==> config.mk <==
export PLATFORM = sky130hd
export DESIGN_NAME = pwm_duty_scheduler
export DESIGN_NICKNAME = d
export VERILOG_FILES = /design/src/rtl/pwm_duty_scheduler.sv
export SDC_FILE = /design/constraint.sdc
export NUM_CORES = 1
export LEC_CHECK = 0
export BUFFER_PORTS_ARGS = -buffer_cell sky130_fd_sc_hd__buf_2
export CAP_MARGIN = 20
export CORE_UTILIZATION = 60
export CTS_BUF_LIST = sky130_fd_sc_hd__clkbuf_8 sky130_fd_sc_hd__clkbuf_16
export DETAILED_ROUTE_END_ITERATION = 16
export PLACE_DENSITY = 0.81
export SYNTH_ARGS = -nofsm -noshare
export SYNTH_HDL_FRONTEND = slang
export SYNTH_SLANG_ARGS = --single-unit
==> constraint.sdc <==
create_clock -name clk -period 7.1 [get_ports clk]
set_input_delay 0.71 -clock clk [delete_from_list [all_inputs] [get_ports clk]]
set_output_delay 0.71 -clock clk [all_outputs]
set_load 0.005 [all_outputs]
==> src/rtl/pwm_duty_scheduler.sv <==
// Strobe scheduler for NCH PWM channels: manual edge requests or auto triangle ramp, round-robin grant.
// A request edge produces a registered one-cycle strobe one edge later; grants are spaced 3 cycles; en=0 holds requests.
module pwm_duty_scheduler #(
   parameter int NCH      = 5,
   parameter int STEPS    = 10,
   parameter int TICK_DIV = 16
) (
   input  logic                 clk,
   input  logic                 rst_n,
   input  logic                 en,
   input  logic                 mode,
   input  logic [NCH-1:0]       req_up,
   input  logic [NCH-1:0]       req_dn,
   output logic [NCH-1:0]       increase,
   output logic [NCH-1:0]       decrease,
   output logic [4*NCH-1:0]     duty_lvl,
   output logic                 busy,
   output logic                 overrun
);
   localparam int GW = (NCH > 1) ? $clog2(NCH) : 1;
   localparam int TW = $clog2(TICK_DIV);
   localparam logic [3:0]    LVL_MAX   = 4'(STEPS);
   localparam logic [TW-1:0] TICK_LAST = TW'(TICK_DIV - 1);
   localparam logic [GW-1:0] LAST_INIT = GW'(NCH - 1);

   typedef enum logic [1:0] {IDLE = 2'd0, ISSUE = 2'd1, GAP = 2'd2} state_t;

   state_t                 state_q, state_d;
   logic [NCH-1:0]         pend_up_q, pend_up_d, pend_dn_q, pend_dn_d;
   logic [NCH-1:0]         req_up_q, req_dn_q;
   logic [NCH-1:0][3:0]    lvl_q, lvl_d;
   logic [NCH-1:0]         dir_q, dir_d;
   logic [TW-1:0]          tick_q, tick_d;
   logic [GW-1:0]          last_q, last_d;
   logic                   overrun_q, overrun_d;
   logic                   mode_q;
   logic [NCH-1:0]         inc_q, inc_d, dec_q, dec_d;

   logic [NCH-1:0]         pend_any, edge_up, edge_dn;
   logic                   mode_chg, tick_wrap, found;
   logic [GW-1:0]          gnt, cand;
   logic [GW:0]            sum;

   assign pend_any = pend_up_q | pend_dn_q;
   assign mode_chg = (mode != mode_q);
   assign edge_up  = req_up & ~req_up_q & {NCH{~mode}};
   assign edge_dn  = req_dn & ~req_dn_q & {NCH{~mode}};
   assign tick_wrap = mode && !mode_chg && en && (tick_q == TICK_LAST);

   // Round-robin: first pending channel at or after last_grant+1, wrapping modulo NCH.
   always_comb begin
      found = 1'b0;
      gnt   = '0;
      sum   = '0;
      cand  = '0;
      for (int k = 0; k < NCH; k++) begin
         sum  = {1'b0, last_q} + (GW+1)'(k + 1);
         cand = (sum >= (GW+1)'(NCH)) ? GW'(sum - (GW+1)'(NCH)) : sum[GW-1:0];
         if (!found && pend_any[cand]) begin
            found = 1'b1;
            gnt   = cand;
         end
      end
   end

   always_comb begin
      state_d   = state_q;
      pend_up_d = pend_up_q;
      pend_dn_d = pend_dn_q;
      lvl_d     = lvl_q;
      dir_d     = dir_q;
      tick_d    = tick_q;
      last_d    = last_q;
      overrun_d = overrun_q;
      inc_d     = '0;
      dec_d     = '0;

      case (state_q)
         IDLE: begin
            if (en && found && !mode_chg) begin
               pend_up_d[gnt] = 1'b0;
               pend_dn_d[gnt] = 1'b0;
               // Saturated requests are dropped in place without spending an ISSUE slot.
               if (!((pend_up_q[gnt] && lvl_q[gnt] == LVL_MAX) ||
                     (pend_dn_q[gnt] && lvl_q[gnt] == 4'd0))) begin
                  state_d = ISSUE;
                  last_d  = gnt;
                  if (pend_up_q[gnt]) begin
                     inc_d[gnt] = 1'b1;
                     lvl_d[gnt] = lvl_q[gnt] + 4'd1;
                     if (lvl_q[gnt] + 4'd1 == LVL_MAX) dir_d[gnt] = 1'b1;
                  end else begin
                     dec_d[gnt] = 1'b1;
                     lvl_d[gnt] = lvl_q[gnt] - 4'd1;
                     if (lvl_q[gnt] == 4'd1) dir_d[gnt] = 1'b0;
                  end
               end
            end
         end
         ISSUE:   state_d = GAP;
         GAP:     state_d = IDLE;
         default: state_d = IDLE;
      endcase

      if (mode && !mode_chg && en) tick_d = tick_wrap ? '0 : tick_q + TW'(1);

      if (tick_wrap) begin
         for (int i = 0; i < NCH; i++) begin
            if (pend_any[i])     overrun_d    = 1'b1;
            else if (dir_q[i])   pend_dn_d[i] = 1'b1;
            else                 pend_up_d[i] = 1'b1;
         end
      end

      if (!mode && !mode_chg) begin
         for (int i = 0; i < NCH; i++) begin
            if (edge_up[i] && edge_dn[i]) begin
               pend_up_d[i] = 1'b0;
               pend_dn_d[i] = 1'b0;
            end else if (edge_up[i]) begin
               if (pend_dn_d[i]) pend_dn_d[i] = 1'b0;
               else              pend_up_d[i] = 1'b1;
            end else if (edge_dn[i]) begin
               if (pend_up_d[i]) pend_up_d[i] = 1'b0;
               else              pend_dn_d[i] = 1'b1;
            end
         end
      end

      if (mode_chg) begin
         pend_up_d = '0;
         pend_dn_d = '0;
         tick_d    = '0;
      end
   end

   always_ff @(posedge clk or negedge rst_n) begin
      if (!rst_n) begin
         state_q   <= IDLE;
         pend_up_q <= '0;
         pend_dn_q <= '0;
         req_up_q  <= '0;
         req_dn_q  <= '0;
         lvl_q     <= '0;
         dir_q     <= '0;
         tick_q    <= '0;
         last_q    <= LAST_INIT;
         overrun_q <= 1'b0;
         mode_q    <= 1'b0;
         inc_q     <= '0;
         dec_q     <= '0;
      end else begin
         state_q   <= state_d;
         pend_up_q <= pend_up_d;
         pend_dn_q <= pend_dn_d;
         req_up_q  <= req_up;
         req_dn_q  <= req_dn;
         lvl_q     <= lvl_d;
         dir_q     <= dir_d;
         tick_q    <= tick_d;
         last_q    <= last_d;
         overrun_q <= overrun_d;
         mode_q    <= mode;
         inc_q     <= inc_d;
         dec_q     <= dec_d;
      end
   end

   assign increase = inc_q;
   assign decrease = dec_q;
   assign duty_lvl = lvl_q;
   assign busy     = (state_q != IDLE) || (|pend_any);
   assign overrun  = overrun_q;
endmodule

==> reports/metrics.yaml, run 1 <==
floorplanning:
  core_area_um2: 7330
  initial_utilization_pct: 62.7
  dieWidth_um: 89.6
  die_area_um2: 8020
  die_y_um: 89.6
  fp-row-count: 31
  io_pins: 46
final_layout:
  drive_gt1_share_pct: 20.3
  nNetsFinal: 545
  fin_cells: 617
  num_antenna_cells: 0
  area_delta_synth_final_pct: 8.08
timing:
  finalSetupViolCount: 0
  worst_slew_margin_rel_pct: 46.3
  fmax_ghz: 0.162
  layout_min_cycle_time_ns: 6.16
  rsz0062_at_grt: "no"
  tns_ns: 0
  fin_skew_ns: 0.0143
  whs_ns: 0.441
  hold_viol: 0
  worst_pin_slew_ns: 0.805
  min_period_over_period_pct: 86.7
  maxSlewViolCount: 0
route:
  vias_per_cell: 6.58
  wl_um: 11500
  drt-pass1-iter-count: 6
  via_count: 4062
  dr.first_iter.drc_count: 270
  drtAntennaViolNets: 0
  wl_per_cell_um: 18.7
  drc_errors: 0
logic_synthesis:
  netlist_instances: 480
  ys_types: 84
  avgSynthCellArea_um2: 9.58
  yosysWarnings: 0
  syn_area_um2: 4600
  postSynthRegisterBits: 66
  ys_async_sr_fraction_pct: 100
  syn-num-nets: 512
  yosysSeqAreaShare_pct: 35.9
  synth_flop_cell: "dfrtp_1"
  synth_edf_count: 0
clock_network:
  cts_tree: "done"
  cts_buffers: 9
  cts_buffer_depth: 2
  cts_resized: 0
  htreeDepth: 3
  post-cts-setup-buffers: 0
  clk_latency_ns: 0.36
  clkTransAtPathRegs_ns: 0.07
  cts_root_buffer: "clkbuf_8"
  hold_buffers: 0
  cts.sink_count: 66
worst_setup_path:
  reg2reg_slack_ns: 0.94
  crit_fanout: 18
  required_ns: 7.34
  critPathLaunchType: "register"
  crit_path_top_delay_cell: "dfrtp_1"
  cp-end-kind: "register"
  crit_chain: "inv_2 > ha_1 > nand2b_1 > o211ai_2 > nor2_1 > a2111oi_0 > nor3_1 > a221o_1 > a21oi_2 > a311o_1 > nand3_1 > nor4b_1 > buf_4 > or3_1 > mux2_2"
  cpPeakStageDelay_ns: 0.76
  reg2regPathDepth: 15
  critical_path_arrival_ns: 6.39
  critPathKind: "register to register"
global_routing:
  grt_max_degree: 67
  first_global_vias: 3789
  grt_pass1_wl_um: 18600
  globalRouteMet2Util_pct: 47.5
  grt_util_met3_pct: 5.54
  busiest_layer: "met2"
  globalRoute.totalOverflow: 0
  global_route.usage.met1_pct: 42.3
  track_usage_pct: 30.6
  antenna_found_initial: 0
run_status:
  outcome: "finished, final reports clean"
min_path:
  min_path_type: "register to register"
  holdPathStages: 1
placement:
  gp_congestion: 0.925
  hpwlAfterDp_um: 8480
  portBuffers: 45
  dp.cells: 601
flow_run:
  max_cap_viol_count: 0
[cell families (layout without fill, tap and decap cells)]
family,Yosys count,after routing,synth area share [%]
AO/OA/AOI/OAI,135,135,23.2
XOR/XNOR,8,8,1.52
adder cells (fa/ha/maj),18,18,5.06
buffers and inverters,47,85,5.49
flip-flops,66,66,35.9
multiplexers,34,34,7.86
AND/OR/NAND/NOR,172,172,20.9
[path summary, 6_finish.rpt]
path,startpoint,to
max,last_q[0],last_q[0]
min,state_q[1],state_q[1]
max reg2reg,last_q[0],last_q[0]
min reg2reg,state_q[1],state_q[1]
max in group asynchronous,rst_n,increase[3]
min in group asynchronous,rst_n,state_q[0]
[cell type report]
class / count / area (um^2)
Timing Repair Buffer: 49 / 255
Inverter: 20 / 75.1
Tap cell: 99 / 124
Fill cell: 591 / 2360
Clock buffer: 9 / 124
Multi-Input combinational cell: 367 / 2690
Clock inverter: 7 / 46.3
Sequential cell: 66 / 1650
[cell usage after synthesis, types with 6 or more instances]
| cell type | count | share of area (%) |
|---|---|---|
| o21ai_0 | 19 | 2.1 |
| and3_1 | 9 | 1.2 |
| inv_1 | 19 | 1.6 |
| or2_2 | 8 | 1.1 |
| o31ai_1 | 10 | 1.6 |
| buf_2 | 9 | 0.98 |
| a21oi_1 | 23 | 2.5 |
| ha_1 | 17 | 4.6 |
| nor3b_1 | 16 | 2.6 |
| or3_1 | 7 | 0.95 |
| mux2_2 | 14 | 3.4 |
| nor2_1 | 38 | 3.1 |
| buf_6 | 6 | 1.5 |
| nor3_1 | 15 | 1.6 |
| mux2i_1 | 17 | 3.7 |
| nand2_1 | 23 | 1.9 |
| dfrtp_1 | 65 | 35 |
| nand3_1 | 13 | 1.4 |
| a2111oi_0 | 7 | 1.3 |
[metrics by stage]
stage | setup WS [ns] | instance area (um^2) | util (%)
finish | 0.944 | 4970 | 67.8
global route | 0.544 | 4970 | 67.8
CTS | 1.10 | 4970 | 67.8
detailed placement | 1.11 | 4800 | 65.5
global placement | 1.40 | 4800 | 65.5
floorplan | 1.96 | 4600 | -
[critical path: cells and delay by family (launching register included)]
kind | cells | cell delay [ns]
adders and majority gates | 1 | 0.52
AOI/OAI and AO/OA | 5 | 2.10
and+or+nand+nor | 6 | 1.84
buffers and inverters | 2 | 0.42
muxes | 1 | 0.37
DFF | 1 | 0.76
[layout by cell type (no fill, tap or decap), drive strengths merged, types with 4 or more instances in the layout]
| master | n |
|---|---|
| dfrtp | 65 |
| buf | 49 |
| nor2 | 39 |
| a21oi | 24 |
| nand2 | 23 |
| inv | 22 |
| o21ai | 20 |
| mux2i | 17 |
| ha | 17 |
| mux2 | 17 |
| nor3b | 16 |
| nor3 | 15 |
| nand3 | 13 |
| or2 | 12 |
| o31ai | 11 |
| and3 | 9 |
| clkbuf | 9 |
| a2111oi | 8 |
| or3 | 7 |
| nand2b | 7 |
| o2bb2ai | 6 |
| a211oi | 6 |
| o211ai | 6 |
| o21a | 5 |
| xnor2 | 5 |
| nor2b | 5 |
| o41ai | 5 |
| a221o | 4 |
| a21o | 4 |
| nand4 | 4 |
| o21bai | 4 |
| or4 | 4 |
[routing by layer]
layer  wire, um  vias to the layer above
li1           -                     1873
met1       4970                     1955
met2       5360                      196
met3        829                       38
met4        376                        0
met5          0                        -
Power of run 1 is left out: the tool's default activity adds up to more than one toggle a clock period on the data nets, which glitch-free logic cannot reach.
==> inputs of run 2 (changes only) <==
--- a/config.mk
+++ b/config.mk
@@ -8,7 +8,6 @@
 export BUFFER_PORTS_ARGS = -buffer_cell sky130_fd_sc_hd__buf_2
 export CAP_MARGIN = 20
 export CORE_UTILIZATION = 60
-export CTS_BUF_LIST = sky130_fd_sc_hd__clkbuf_8 sky130_fd_sc_hd__clkbuf_16
 export DETAILED_ROUTE_END_ITERATION = 16
 export PLACE_DENSITY = 0.81
 export SYNTH_ARGS = -nofsm -noshare
==> run 2 against run 1 <==
  * Cell count unchanged
  * Register-to-register slack worse by 0.02 ns
  * Clock skew up 0.00064 ns
  * Hold slack about the same
  * Global-route usage unchanged
  * Setup slack worse by 0.024 ns
  * Largest cell class unchanged
  * Highest routed layer unchanged
==> reports/metrics.yaml, run 2 (synthesis results as in run 1) <==
final_layout:
  num_antenna_cells: 0  # unchanged
  mostFrequentLayoutCell: "dfrtp_1"
  area_delta_synth_final_pct: 8.08  # unchanged
  drive_gt1_share_pct: 20.3  # unchanged
  nFillCells: 591  # unchanged
  nNetsFinal: 545  # unchanged
  layout_common_cells: "dfrtp_1 (65), buf_2 (45), nor2_1 (38), a21oi_1 (23), nand2_1 (23)"
clock_network:
  clkTransAtPathRegs_ns: 0.07  # about the same
  cts.sink_count: 66  # unchanged
  cts_root_buffer: "clkbuf_8"
  clk_latency_ns: 0.36  # about the same
  cts_tree: "done"
  htreeDepth: 3  # unchanged
  cts_resized: 0  # unchanged
  cts_buffers: 9  # unchanged
  cts_buffer_depth: 2  # unchanged
  hold_buffers: 0  # unchanged
  post-cts-setup-buffers: 0  # unchanged
timing:
  finalSetupViolCount: 0  # unchanged
  worst_slew_margin_rel_pct: 46.3  # about the same
  layout_min_cycle_time_ns: 6.18  # +0.0237 ns
  rsz0062_at_grt: "no"
  fin_skew_ns: 0.0149  # +0.000641 ns
  hold_viol: 0  # unchanged
  maxSlewViolCount: 0  # unchanged
  fmax_ghz: 0.162  # -0.38%
  worst_pin_slew_ns: 0.805  # +0.000356 ns
  min_period_over_period_pct: 87.0  # +0.33 points
  tns_ns: 0  # unchanged
placement:
  portBuffers: 45  # unchanged
  hpwlAfterDp_um: 8480  # unchanged
  gp_congestion: 0.925  # unchanged
route:
  drtAntennaViolNets: 0  # unchanged
  vias_per_cell: 6.59  # about the same
  wl_per_cell_um: 18.7  # about the same
  wl_um: 11500  # about the same
  dr.first_iter.drc_count: 270  # unchanged
  drc_errors: 0  # unchanged
  via_count: 4066  # +0.098%
  drt-pass1-iter-count: 6  # unchanged
worst_setup_path:
  critical_path_arrival_ns: 6.41  # +0.02 ns
  critPathLaunchType: "register"
  required_ns: 7.33  # about the same
  crit_path_top_delay_cell: "dfrtp_1"
  crit_family: "compound AO/OA/AOI/OAI gates"
  critPathKind: "register to register"
  crit_fanout: 18  # unchanged
  crit_chain: "inv_2 > ha_1 > nand2b_1 > o211ai_2 > nor2_1 > a2111oi_0 > nor3_1 > a221o_1 > a21oi_2 > a311o_1 > nand3_1 > nor4b_1 > buf_4 > or3_1 > mux2_2"
  cp-end-kind: "register"
  cpPeakStageDelay_ns: 0.75  # about the same
  path_buf_inv: 2  # unchanged
global_routing:
  globalRoute.totalOverflow: 0  # unchanged
  busiest_layer: "met2"
  grt_pass1_wl_um: 18600  # unchanged
  grt_util_met3_pct: 5.54  # unchanged
  first_global_vias: 3789  # unchanged
  grt_max_degree: 67  # unchanged
  track_usage_pct: 30.6  # unchanged
  antenna_found_initial: 0  # unchanged
  globalRouteMet2Util_pct: 47.5  # unchanged
  global_route.usage.met1_pct: 42.3  # unchanged
flow_run:
  max_cap_viol_count: 0  # unchanged
floorplanning:
  dieWidth_um: 89.6  # unchanged
  die_y_um: 89.6  # unchanged
  die_area_um2: 8020  # unchanged
  core_area_um2: 7330  # unchanged
  fp-row-count: 31  # unchanged
  io_pins: 46  # unchanged
  initial_utilization_pct: 62.7  # unchanged
run_status:
  outcome: "finished, final reports clean"
min_path:
  min_path_type: "register to register"
## run 2: path summary, 6_finish.rpt
path,from,to,slack [ns],depth (start not counted)
worst max-delay path,last_q[0],last_q[0],0.92,15
worst min-delay path,state_q[1],state_q[1],0.44,1
worst max register to register,last_q[0],last_q[0],0.92,15
worst min register to register,state_q[1],state_q[1],0.44,1
max in group asynchronous,rst_n,increase[3],6.04,2
min in group asynchronous,rst_n,state_q[0],0.52,2
## run 2: cell type report
type / count / area (um^2) / area share (%)
Inverter: 20 / 75.1 / 1.51
Multi-Input combinational cell: 367 / 2690 / 54.2
Tap cell: 99 / 124 / 2.49
Timing Repair Buffer: 49 / 255 / 5.13
Sequential cell: 66 / 1650 / 33.2
Clock buffer: 10 / 128 / 2.57
Clock inverter: 6 / 42.5 / 0.856
## run 2: metal layers
metal,routed length (um),vias to the layer above
met4,354,0
met1,4970,1957
li1,-,1873
met2,5330,201
met5,0,-
met3,882,35
## run 2: through the flow
stage               util (%)  cell area (um^2)  hold WS, ns  instances  setup slack, ns
detailed placement      65.5              4800        0.432        601             1.11
global placement        65.5              4800        0.414        601             1.40
floorplan                  -              4600        0.403        480             1.96
CTS                     67.8              4970        0.444        617             1.10
finish                  67.8              4970        0.441        617            0.920
global route            67.8              4970        0.459        617            0.544
Power of run 2 is left out for the same reason.
==> inputs of run 3 (changes only) <==
--- a/config.mk
+++ b/config.mk
@@ -9,7 +9,8 @@
 export CAP_MARGIN = 20
 export CORE_UTILIZATION = 60
 export DETAILED_ROUTE_END_ITERATION = 16
-export PLACE_DENSITY = 0.81
+export PLACE_DENSITY = 0.83
+export SETUP_SLACK_MARGIN = 0.1
 export SYNTH_ARGS = -nofsm -noshare
 export SYNTH_HDL_FRONTEND = slang
 export SYNTH_SLANG_ARGS = --single-unit
==> constraint.sdc (replaced) <==
create_clock -name clk -period 6.4 [get_ports clk]
set_input_delay 0.64 -clock clk [delete_from_list [all_inputs] [get_ports clk]]
set_output_delay 0.64 -clock clk [all_outputs]
set_load 0.005 [all_outputs]
==> run 3 against run 2 <==
  * Via count rose by 1.1%
  * First-iteration DRC count rose by 45%
  * Setup slack got worse by 0.44 ns
  * Sequential share of layout area barely moved
  * Cell area barely moved
  * Cell count did not move
  * Non-clock buffer count did not move
  * Core utilization barely moved
  * Die area did not move
  * Hold slack got worse by 0.036 ns
  * Wire length rose by 3.8%
  * Maximum frequency rose by 4.3%
  * Critical endpoint is now duty_lvl[13]
  * Largest cell class unchanged
==> reports/metrics.yaml, run 3 (synthesis results as in run 1) <==
run_status:
  outcome: "finished, final reports clean"
placement:
  portBuffers: 45  # unchanged
  hpwlAfterDp_um: 8700  # +2.6%
  gp_congestion: 0.979  # +5.9%
worst_setup_path:
  required_ns: 6.64  # -0.69 ns
  cp-end-kind: "register"
  worstReg2RegStart: "last_q[2]"
  critPathLaunchType: "register"
  critical_path_arrival_ns: 6.16  # -0.25 ns
  crit_fanout: 16  # -2
  cp-startpoint: "last_q[2]"
  critPathKind: "register to register"
timing:
  layout_min_cycle_time_ns: 5.92  # -0.256 ns
  maxSlewViolCount: 0  # unchanged
  rsz0062_at_grt: "no"
  min_period_over_period_pct: 92.6  # +5.5 points
  worst_slew_margin_rel_pct: 44.6  # -1.7 points
  fin_skew_ns: 0.0121  # -0.00284 ns
  hold_viol: 0  # unchanged
  whs_ns: 0.405  # -0.0364 ns
  finalSetupViolCount: 0  # unchanged
  tns_ns: 0  # unchanged
  worst_pin_slew_ns: 0.831  # +0.0262 ns
  fmax_ghz: 0.169  # +4.3%
clock_network:
  cts_root_buffer: "clkbuf_8"
  post-cts-setup-buffers: 0  # unchanged
  cts_buffers: 9  # unchanged
  htreeDepth: 3  # unchanged
  clkTransAtPathRegs_ns: 0.08  # about the same
  clk_latency_ns: 0.36  # about the same
  cts_resized: 0  # unchanged
  cts_tree: "done"
  hold_buffers: 0  # unchanged
  cts.sink_count: 66  # unchanged
  cts_buffer_depth: 2  # unchanged
route:
  via_count: 4112  # +1.1%
  drtAntennaViolNets: 0  # unchanged
  wl_um: 12000  # +3.8%
  dr.first_iter.drc_count: 392  # +45%
  wl_per_cell_um: 19.4  # +3.8%
  drt-pass1-iter-count: 5  # -1
  vias_per_cell: 6.66  # +1.1%
  drc_errors: 0  # unchanged
floorplanning:
  fp-row-count: 31  # unchanged
  io_pins: 46  # unchanged
  die_area_um2: 8020  # unchanged
  initial_utilization_pct: 62.7  # unchanged
  dieWidth_um: 89.6  # unchanged
  core_area_um2: 7330  # unchanged
  die_y_um: 89.6  # unchanged
final_layout:
  layout_common_cells: "dfrtp_1 (65), buf_2 (45), nor2_1 (38), a21oi_1 (23), nand2_1 (23)"
  mostFrequentLayoutCell: "dfrtp_1"
  drive_gt1_share_pct: 20.5  # +0.19 points
  num_antenna_cells: 0  # unchanged
  final_util_pct: 67.8  # about the same
  nNetsFinal: 545  # unchanged
  area_delta_synth_final_pct: 8.05  # about the same
min_path:
  min-delay-start: "req_up[4]"
  min_path_type: "input pin to register"
global_routing:
  antenna_found_initial: 0  # unchanged
  first_global_vias: 3730  # -1.6%
  grt_pass1_wl_um: 18600  # +0.37%
  grt_max_degree: 67  # unchanged
  globalRoute.totalOverflow: 0  # unchanged
  track_usage_pct: 31.3  # +0.71 points
flow_run:
  max_cap_viol_count: 0  # unchanged
## run 3: layout make-up
type	instances	area, um^2
Clock buffer	9	124
Clock inverter	7	45.0
Fill cell	564	2360
Inverter	20	75.1
Multi-Input combinational cell	367	2690
Sequential cell	66	1650
Tap cell	99	124
Timing Repair Buffer	49	255
## run 3: stage by stage
| step | worst slack, ns | area, um^2 | std cells |
|---|---|---|---|
| global placement | 0.752 | 4800 | 601 |
| finish | 0.476 | 4970 | 617 |
| CTS | 0.582 | 4970 | 617 |
| global route | 0.115 | 4970 | 617 |
| detailed placement | 0.602 | 4800 | 601 |
| floorplan | 1.26 | 4600 | 480 |
## run 3: worst paths after layout
kind / endpoint / slack [ns] / cells past startpoint
worst max-delay path: duty_lvl[13] / 0.48 / 14
worst min-delay path: req_up_q[4] / 0.40 / 1
worst max register to register: duty_lvl[13] / 0.48 / 14
worst min register to register: state_q[1] / 0.43 / 1
max in group asynchronous: increase[3] / 5.39 / 2
min in group asynchronous: pend_dn_q[3] / 0.46 / 2
## run 3: worst max-delay path: stages, from the launching register on
cell	delay, ns
dfstp_2	0.74
inv_1	0.20
ha_1	0.49
a21oi_1	0.22
mux2i_1	0.59
a2111oi_4	0.20
a211o_1	0.31
a221o_1	0.41
a21oi_2	0.56
a311o_1	0.24
nand3_1	0.47
nor4b_1	0.50
buf_4	0.23
or3_1	0.27
mux2_2	0.38
## run 3: layer usage
metal  routed length, um  track usage, %  up-vias
met5                   0               0        -
met4                 299            13.6        0
met3                 948            7.76       40
met2                5580            47.6      206
met1                5150            42.4     1990
li1                    -               -     1876
Power of run 3 is left out for the same reason.
